**config.mk**
```make
export PLATFORM = sky130hd
export DESIGN_NAME = camara_classificador
export DESIGN_NICKNAME = d
export VERILOG_FILES = /design/src/rtl/camara_pkg.sv /design/src/rtl/camara_filtro_estavel.sv /design/src/rtl/camara_classificador.sv
export SDC_FILE = /design/constraint.sdc
export NUM_CORES = 1
export LEC_CHECK = 0
export CORE_MARGIN = 5
export CORE_UTILIZATION = 50
export CTS_CLUSTER_SIZE = 14
export DETAILED_ROUTE_END_ITERATION = 16
export PLACE_DENSITY_LB_ADDON = 0.3
export REMOVE_ABC_BUFFERS = 1
export SETUP_SLACK_MARGIN = 0.2
export SLEW_MARGIN = 25
export SYNTH_ARGS = -nofsm -noshare
export SYNTH_HDL_FRONTEND = slang
export SYNTH_SLANG_ARGS = --single-unit
export TNS_END_PERCENT = 100
```
**constraint.sdc**
```tcl
create_clock -name clk -period 3.6 [get_ports clk]
set_input_delay 0.72 -clock clk [delete_from_list [all_inputs] [get_ports clk]]
set_output_delay 0.72 -clock clk [all_outputs]
set_load 0.1 [all_outputs]
```
**src/rtl/camara_pkg.sv**
```systemverilog
// ============================================================================
// Module  : camara_pkg
// Purpose : Shared types and helpers for the camera product classifier.
//           - estado_e   : classifier state encoding
//           - NO_PRODUCT : camera code meaning "empty tray"
//           - stab_cnt_w : width of the saturating stability counter
// Rev     : 1.0  initial release
// ============================================================================
`default_nettype none

package camara_pkg;

    typedef enum logic [1:0] {
        IDLE       = 2'd0,
        CONFIRM    = 2'd1,
        LOCKED     = 2'd2,
        WAIT_CLEAR = 2'd3
    } estado_e;

    localparam int NO_PRODUCT = 0;

    // Counter must be able to hold the value STABLE_CYCLES itself.
    function automatic int stab_cnt_w(input int stable_cycles);
        return (stable_cycles < 1) ? 1 : $clog2(stable_cycles + 1);
    endfunction

endpackage

`default_nettype wire

```
**src/rtl/camara_filtro_estavel.sv**
```systemverilog
// ============================================================================
// Module  : camara_filtro_estavel
// Purpose : Saturating run-length counter of consecutive matching samples.
// Ports   : clk, rst     - clock, synchronous active-high reset
//           sample_en    - a sample is presented this cycle
//           match        - the presented sample belongs to the current run
//           restart      - the presented sample starts a new run
//           clear        - force the count to zero (highest priority)
//           stable       - this sample completes STABLE_CYCLES matches
// Rev     : 1.0  initial release
// ============================================================================
`default_nettype none

module camara_filtro_estavel
    import camara_pkg::*;
#(
    parameter int STABLE_CYCLES = 4
) (
    input  logic clk,
    input  logic rst,
    input  logic sample_en,
    input  logic match,
    input  logic restart,
    input  logic clear,
    output logic stable
);

    localparam int CW = stab_cnt_w(STABLE_CYCLES);
    localparam logic [CW-1:0] SAT = CW'(STABLE_CYCLES);

    logic [CW-1:0] cnt_q;
    logic [CW-1:0] cnt_d;
    logic [CW-1:0] base;
    logic [CW-1:0] inc;

    always_comb begin
        // A restarting sample counts as the first of a new run.
        base  = restart ? '0 : cnt_q;
        inc   = (base >= SAT) ? SAT : base + 1'b1;
        cnt_d = cnt_q;
        if (clear) begin
            cnt_d = '0;
        end else if (sample_en) begin
            cnt_d = match ? inc : '0;
        end
        // Decision is made on the sample that completes the run, so it
        // looks at the incremented value rather than the stored one.
        stable = sample_en && match && (inc >= SAT);
    end

    always_ff @(posedge clk) begin
        if (rst) begin
            cnt_q <= '0;
        end else begin
            cnt_q <= cnt_d;
        end
    end

endmodule

`default_nettype wire

```
**src/rtl/camara_classificador.sv**
```systemverilog
// ============================================================================
// Module  : camara_classificador
// Purpose : Debounces camera product codes, reports each confirmed product
//           once through a valid/ack handshake and counts completed
//           transfers. Out-of-table codes raise a one-cycle error pulse.
// Ports   : clk, rst     - clock, synchronous active-high reset
//           cam_valid    - cam_code is a valid sample
//           cam_code     - camera code, 0 = empty tray
//           prod_ack     - consumer accepts prod_id
//           prod_valid   - prod_id holds a confirmed product
//           prod_id      - confirmed product code (stable while valid)
//           unknown_err  - one-cycle pulse for a stable code > N_PRODUCTS
//           busy         - block is not in IDLE
//           prod_count   - completed handshakes, wraps
// Rev     : 1.0  initial release
// ============================================================================
`default_nettype none

module camara_classificador
    import camara_pkg::*;
#(
    parameter int CODE_W        = 3,
    parameter int N_PRODUCTS    = 5,
    parameter int STABLE_CYCLES = 4,
    parameter int CNT_W         = 8
) (
    input  logic              clk,
    input  logic              rst,
    input  logic              cam_valid,
    input  logic [CODE_W-1:0] cam_code,
    input  logic              prod_ack,
    output logic              prod_valid,
    output logic [CODE_W-1:0] prod_id,
    output logic              unknown_err,
    output logic              busy,
    output logic [CNT_W-1:0]  prod_count
);

    localparam logic [CODE_W-1:0] MAX_ID = CODE_W'(N_PRODUCTS);
    localparam logic [CODE_W-1:0] EMPTY  = CODE_W'(NO_PRODUCT);

    estado_e             state_q, state_d;
    logic [CODE_W-1:0]   cand_q, cand_d;
    logic                prod_valid_q, prod_valid_d;
    logic [CODE_W-1:0]   prod_id_q, prod_id_d;
    logic                err_q, err_d;
    logic [CNT_W-1:0]    count_q, count_d;

    logic                code_zero;
    logic                f_sample, f_match, f_restart, f_clear, f_stable;

    // One filter serves both CONFIRM (same nonzero code) and WAIT_CLEAR
    // (empty tray); the FSM steers what counts as a match.
    camara_filtro_estavel #(
        .STABLE_CYCLES (STABLE_CYCLES)
    ) u_filtro (
        .clk       (clk),
        .rst       (rst),
        .sample_en (f_sample),
        .match     (f_match),
        .restart   (f_restart),
        .clear     (f_clear),
        .stable    (f_stable)
    );

    assign code_zero = (cam_code == EMPTY);

    always_comb begin
        state_d      = state_q;
        cand_d       = cand_q;
        prod_valid_d = prod_valid_q;
        prod_id_d    = prod_id_q;
        err_d        = 1'b0;
        count_d      = count_q;
        f_sample     = 1'b0;
        f_match      = 1'b0;
        f_restart    = 1'b0;

        unique case (state_q)
            IDLE: begin
                f_sample  = cam_valid;
                f_match   = !code_zero;
                f_restart = 1'b1;
                if (cam_valid && !code_zero) begin
                    cand_d  = cam_code;
                    state_d = CONFIRM;
                end
            end
            CONFIRM: begin
                f_sample  = cam_valid;
                f_match   = !code_zero;
                f_restart = cam_valid && (cam_code != cand_q);
                if (cam_valid) begin
                    if (code_zero) begin
                        state_d = IDLE;
                    end else begin
                        cand_d = cam_code;
                    end
                end
            end
            LOCKED: begin
                if (prod_valid_q && prod_ack) begin
                    prod_valid_d = 1'b0;
                    count_d      = count_q + 1'b1;
                    state_d      = WAIT_CLEAR;
                end
            end
            WAIT_CLEAR: begin
                f_sample = cam_valid;
                f_match  = code_zero;
                if (f_stable) begin
                    state_d = IDLE;
                end
            end
            default: state_d = IDLE;
        endcase

        // Decision on the sample that completes the run; the decided code is
        // the current sample (equal to the candidate, or a fresh one when
        // STABLE_CYCLES is 1).
        if ((state_q == IDLE || state_q == CONFIRM) && f_stable) begin
            if (cam_code <= MAX_ID) begin
                state_d      = LOCKED;
                prod_valid_d = 1'b1;
                prod_id_d    = cam_code;
            end else begin
                err_d   = 1'b1;
                state_d = WAIT_CLEAR;
            end
        end

        // Every state entry except IDLE->CONFIRM starts from a zero count;
        // that one keeps the first sample already counted.
        f_clear = (state_d != state_q) && (state_d != CONFIRM);
    end

    always_ff @(posedge clk) begin
        if (rst) begin
            state_q      <= IDLE;
            cand_q       <= '0;
            prod_valid_q <= 1'b0;
            prod_id_q    <= '0;
            err_q        <= 1'b0;
            count_q      <= '0;
        end else begin
            state_q      <= state_d;
            cand_q       <= cand_d;
            prod_valid_q <= prod_valid_d;
            prod_id_q    <= prod_id_d;
            err_q        <= err_d;
            count_q      <= count_d;
        end
    end

    assign prod_valid  = prod_valid_q;
    assign prod_id     = prod_id_q;
    assign unknown_err = err_q;
    assign busy        = (state_q != IDLE);
    assign prod_count  = count_q;

endmodule

`default_nettype wire

```
==> results of run 1 <==
-- Yosys cell counts --
| cell type | instances | share of area [%] |
|---|---|---|
| a32oi_1 | 2 | 1.6 |
| a22oi_1 | 2 | 1.4 |
| nand4b_1 | 1 | 0.81 |
| a21oi_1 | 3 | 1.4 |
| buf_4 | 2 | 1.4 |
| buf_6 | 1 | 1.0 |
| mux2i_1 | 5 | 4.6 |
| a311oi_2 | 1 | 1.4 |
| o21ai_1 | 1 | 0.46 |
| inv_1 | 5 | 1.7 |
| nor2b_1 | 1 | 0.58 |
| nand2b_1 | 1 | 0.58 |
| nand4_1 | 4 | 2.3 |
| a31oi_1 | 1 | 0.58 |
| o221a_1 | 2 | 2.1 |
| nor4b_2 | 1 | 1.4 |
| clkbuf_1 | 2 | 0.69 |
| a211oi_2 | 1 | 1.2 |
| buf_1 | 1 | 0.35 |
| nor4_1 | 1 | 0.58 |
| dfxtp_1 | 21 | 39 |
| nor3_1 | 4 | 1.8 |
| buf_2 | 2 | 0.92 |
| xor2_1 | 3 | 2.4 |
| and3_1 | 1 | 0.58 |
| and2_1 | 2 | 1.2 |
| or3_1 | 3 | 1.7 |
| o21ai_0 | 2 | 0.92 |
| o211ai_1 | 1 | 0.69 |
| ha_1 | 3 | 3.5 |
| nand4_4 | 1 | 2.0 |
| nor3_4 | 1 | 1.5 |
| and4b_1 | 1 | 0.92 |
| nand2_1 | 11 | 3.8 |
| nor2_1 | 20 | 6.9 |
| xnor2_1 | 6 | 4.8 |
| nand3_1 | 3 | 1.4 |
-- where the power goes --
group / switching [mW] / internal [mW]
combinational: 0.0284 / 0.0196
clock: 0.0718 / 0.0433
sequential: 0.00449 / 0.236
-- cell usage in the layout, fill, tap and decap left out, drive strengths merged, types with 3 or more instances in the layout --
cell            n
dfxtp          21
nor2           20
clkdlybuf4s50  19
nand2          11
xnor2           6
inv             5
mux2i           5
nand4           5
nor3            5
clkbuf          4
nand3           3
or3             3
xor2            3
a21oi           3
ha              3
buf             3
o21ai           3
-- tightest hold or removal path: stages (launching register included) --
cell and delay [ns]:
dfxtp_1 0.35, nand2_1 0.06, a21oi_1 0.05
-- layout make-up --
| type | instances | area (sq um) | area share [%] |
|---|---|---|---|
| Timing Repair Buffer | 22 | 213 | 16.3 |
| Tap cell | 27 | 33.8 | 2.58 |
| Multi-Input combinational cell | 89 | 597 | 45.6 |
| Sequential cell | 21 | 420 | 32.1 |
| Clock buffer | 4 | 26.3 | 2.01 |
| Inverter | 5 | 18.8 | 1.43 |
-- registers in the layout, indices dropped and copies added, names as in the netlist --
name            count
u_filtro.cnt_q      3
cand_q              3
prod_count          8
prod_valid          1
state_q             2
prod_id             3
unknown_err         1
-- stage by stage --
stage	setup slack [ns]	area (sq um)	hold WS [ns]	util [%]	cells
after global routing	0.324	1310	0.541	64.7	168
final	0.527	1310	0.501	64.7	168
after detailed placement	0.183	1280	0.490	63.4	164
after floorplan	0.981	1040	0.468	-	115
after global placement	0.267	1280	0.479	63.4	164
after CTS	0.524	1310	0.507	64.7	168
-- how the worst min path moves through the flow --
stage	slack [ns]	end	from	cells past startpoint
after floorplan	0.47	u_filtro.cnt_q[0]	u_filtro.cnt_q[0]	2
after global placement	0.48	prod_count[1]	prod_count[1]	2
after detailed placement	0.49	prod_count[1]	prod_count[1]	2
after CTS	0.51	prod_count[1]	prod_count[1]	2
after global routing	0.54	u_filtro.cnt_q[0]	u_filtro.cnt_q[0]	2
final	0.50	prod_count[1]	prod_count[1]	2
-- layer usage --
metal  vias up  wire length, um  track usage (%)
met5         -                0                0
met4         0               42             7.12
met3         4              119             3.21
met2        32             1120             23.4
met1       424             1020             20.1
li1        466                -                -
-- cell families (layout without fill, tap and decap cells) --
group / after synthesis / count (layout) / synth area share, %
and+or+nand+nor: 56 / 56 / 28.1
DFF: 21 / 21 / 38.8
AOI/OAI and AO/OA: 16 / 16 / 11.7
buffers and inverters: 13 / 31 / 6.12
xor gates and xnor gates: 9 / 9 / 7.28
muxes: 5 / 5 / 4.62
adders and majority gates: 3 / 3 / 3.46
==> results.txt, run 1 <==
number of hold buffers added after CTS - 0
Root Buffer - clkbuf_4
worst reg2reg setup slack - 1.14 ns
core area - 2020 sq um
CTS Buf Count - 3
Clock transition at path regs - 0.11 ns
CP Depth - 10
critical path capture point type - flop
DIE AREA - 3200 sq um
sequential-to-total area share from yosys stat - 38.8%
Critical Path Start - cam_code[0]
worst-margin pin slew - 0.987 ns
largest net degree at the start of global routing - 18
Post-Synthesis Cells - 123
maximum fanout along the worst path - 6
arrival time worst endpoint - 3.28 ns
Congestion Overflow GR - 0
number of synthesized register bits - 21
Worst R2R End - prod_id[2]
initial drt markers - 33
ratio of cells with drive above 1 in the final layout - 7.80%
CP peak stage delay - 0.60 ns
MaxCap Viol Count - 0
final worst path period need - 3.07 ns
Inserted Diodes - 0
Nets - 152
Ports - 21
chip width - 56.6 um
worst r2r path cells - 8
htree depth - 1
FP Rows - 16
Area Overhead vs Synth - 20.8%
setup total negative slack - 0 ns
Placer Congestion - 0.816
# port buffers - 20
CTS max path bufs - 2
residual DRC count - 0
Setup crit start kind - input pin
Sink Count - 21
Leakage - 0.455 nW
Resized Gates After CTS - 0
critical path capture point - prod_id[2]
Max Slew Vio Count - 0
period utilization - 85.4%
final setup fails - 0
Critical Path Slowest Stage Cell - clkdlybuf4s50_1
r2r startpoint - state_q[1]
TritonCTS clock tree - done
Final Hold Viols - 0
Rel. slew slack - 34.0%
Worst Skew - 0.00308 ns
peak supply drop - 0.230 mV
routed vias - 926
initial antenna violation count - 0
DR WL/cell - 13.7 um
f_max - 325 MHz
Yosys cell types - 37
critical path buffer and inverter count - 2
Crit path max-delay family - simple AND/OR/NAND/NOR gates
Die Y - 56.6 um
TritonRoute pass-1 iters - 4
Vias/cell - 5.51
outcome - finished, final reports clean
CP required - 3.81 ns
Final Power - 0.404 mW
final WL - 2300 um
power density cells - 309 nW/um^2
Avg Cell Area, Syn - 8.81 sq um
number of setup buffers added after CTS - 0
critical path class - in2reg
clk_lat worst skew - 0.31 ns
first-pass GRT wire length - 3910 um
RSZ-0062 raised after global routing - false
fill count - 183
hold crit path type - reg2reg
Starting Density - 53.6%
crit path cell chain - clkdlybuf4s50_1 > xnor2_1 > nand3_1 > a31oi_1 > and2_1 > ha_1 > inv_1 > ha_1 > or3_1 > o221a_1
vias in the first global route - 846
Syn. warnings - 0
hpwl dp - 1740 um
Antenna Nets Post-Route - 0
Tot GR Track Use - 15.2%
cell mode on critical path - ha_1
Synth Cell Area - 1080 sq um
No activity file was read; power rests on OpenSTA's default activity.
==> run 2: changes to the inputs <==
--- a/config.mk
+++ b/config.mk
@@ -9,6 +9,7 @@
 export CORE_UTILIZATION = 50
 export CTS_CLUSTER_SIZE = 14
 export DETAILED_ROUTE_END_ITERATION = 16
+export GPL_ROUTABILITY_DRIVEN = 0
 export PLACE_DENSITY_LB_ADDON = 0.3
 export REMOVE_ABC_BUFFERS = 1
 export SETUP_SLACK_MARGIN = 0.2
==> results of run 2 <==
Final layout, timing and power as in run 1 (identical DEF).
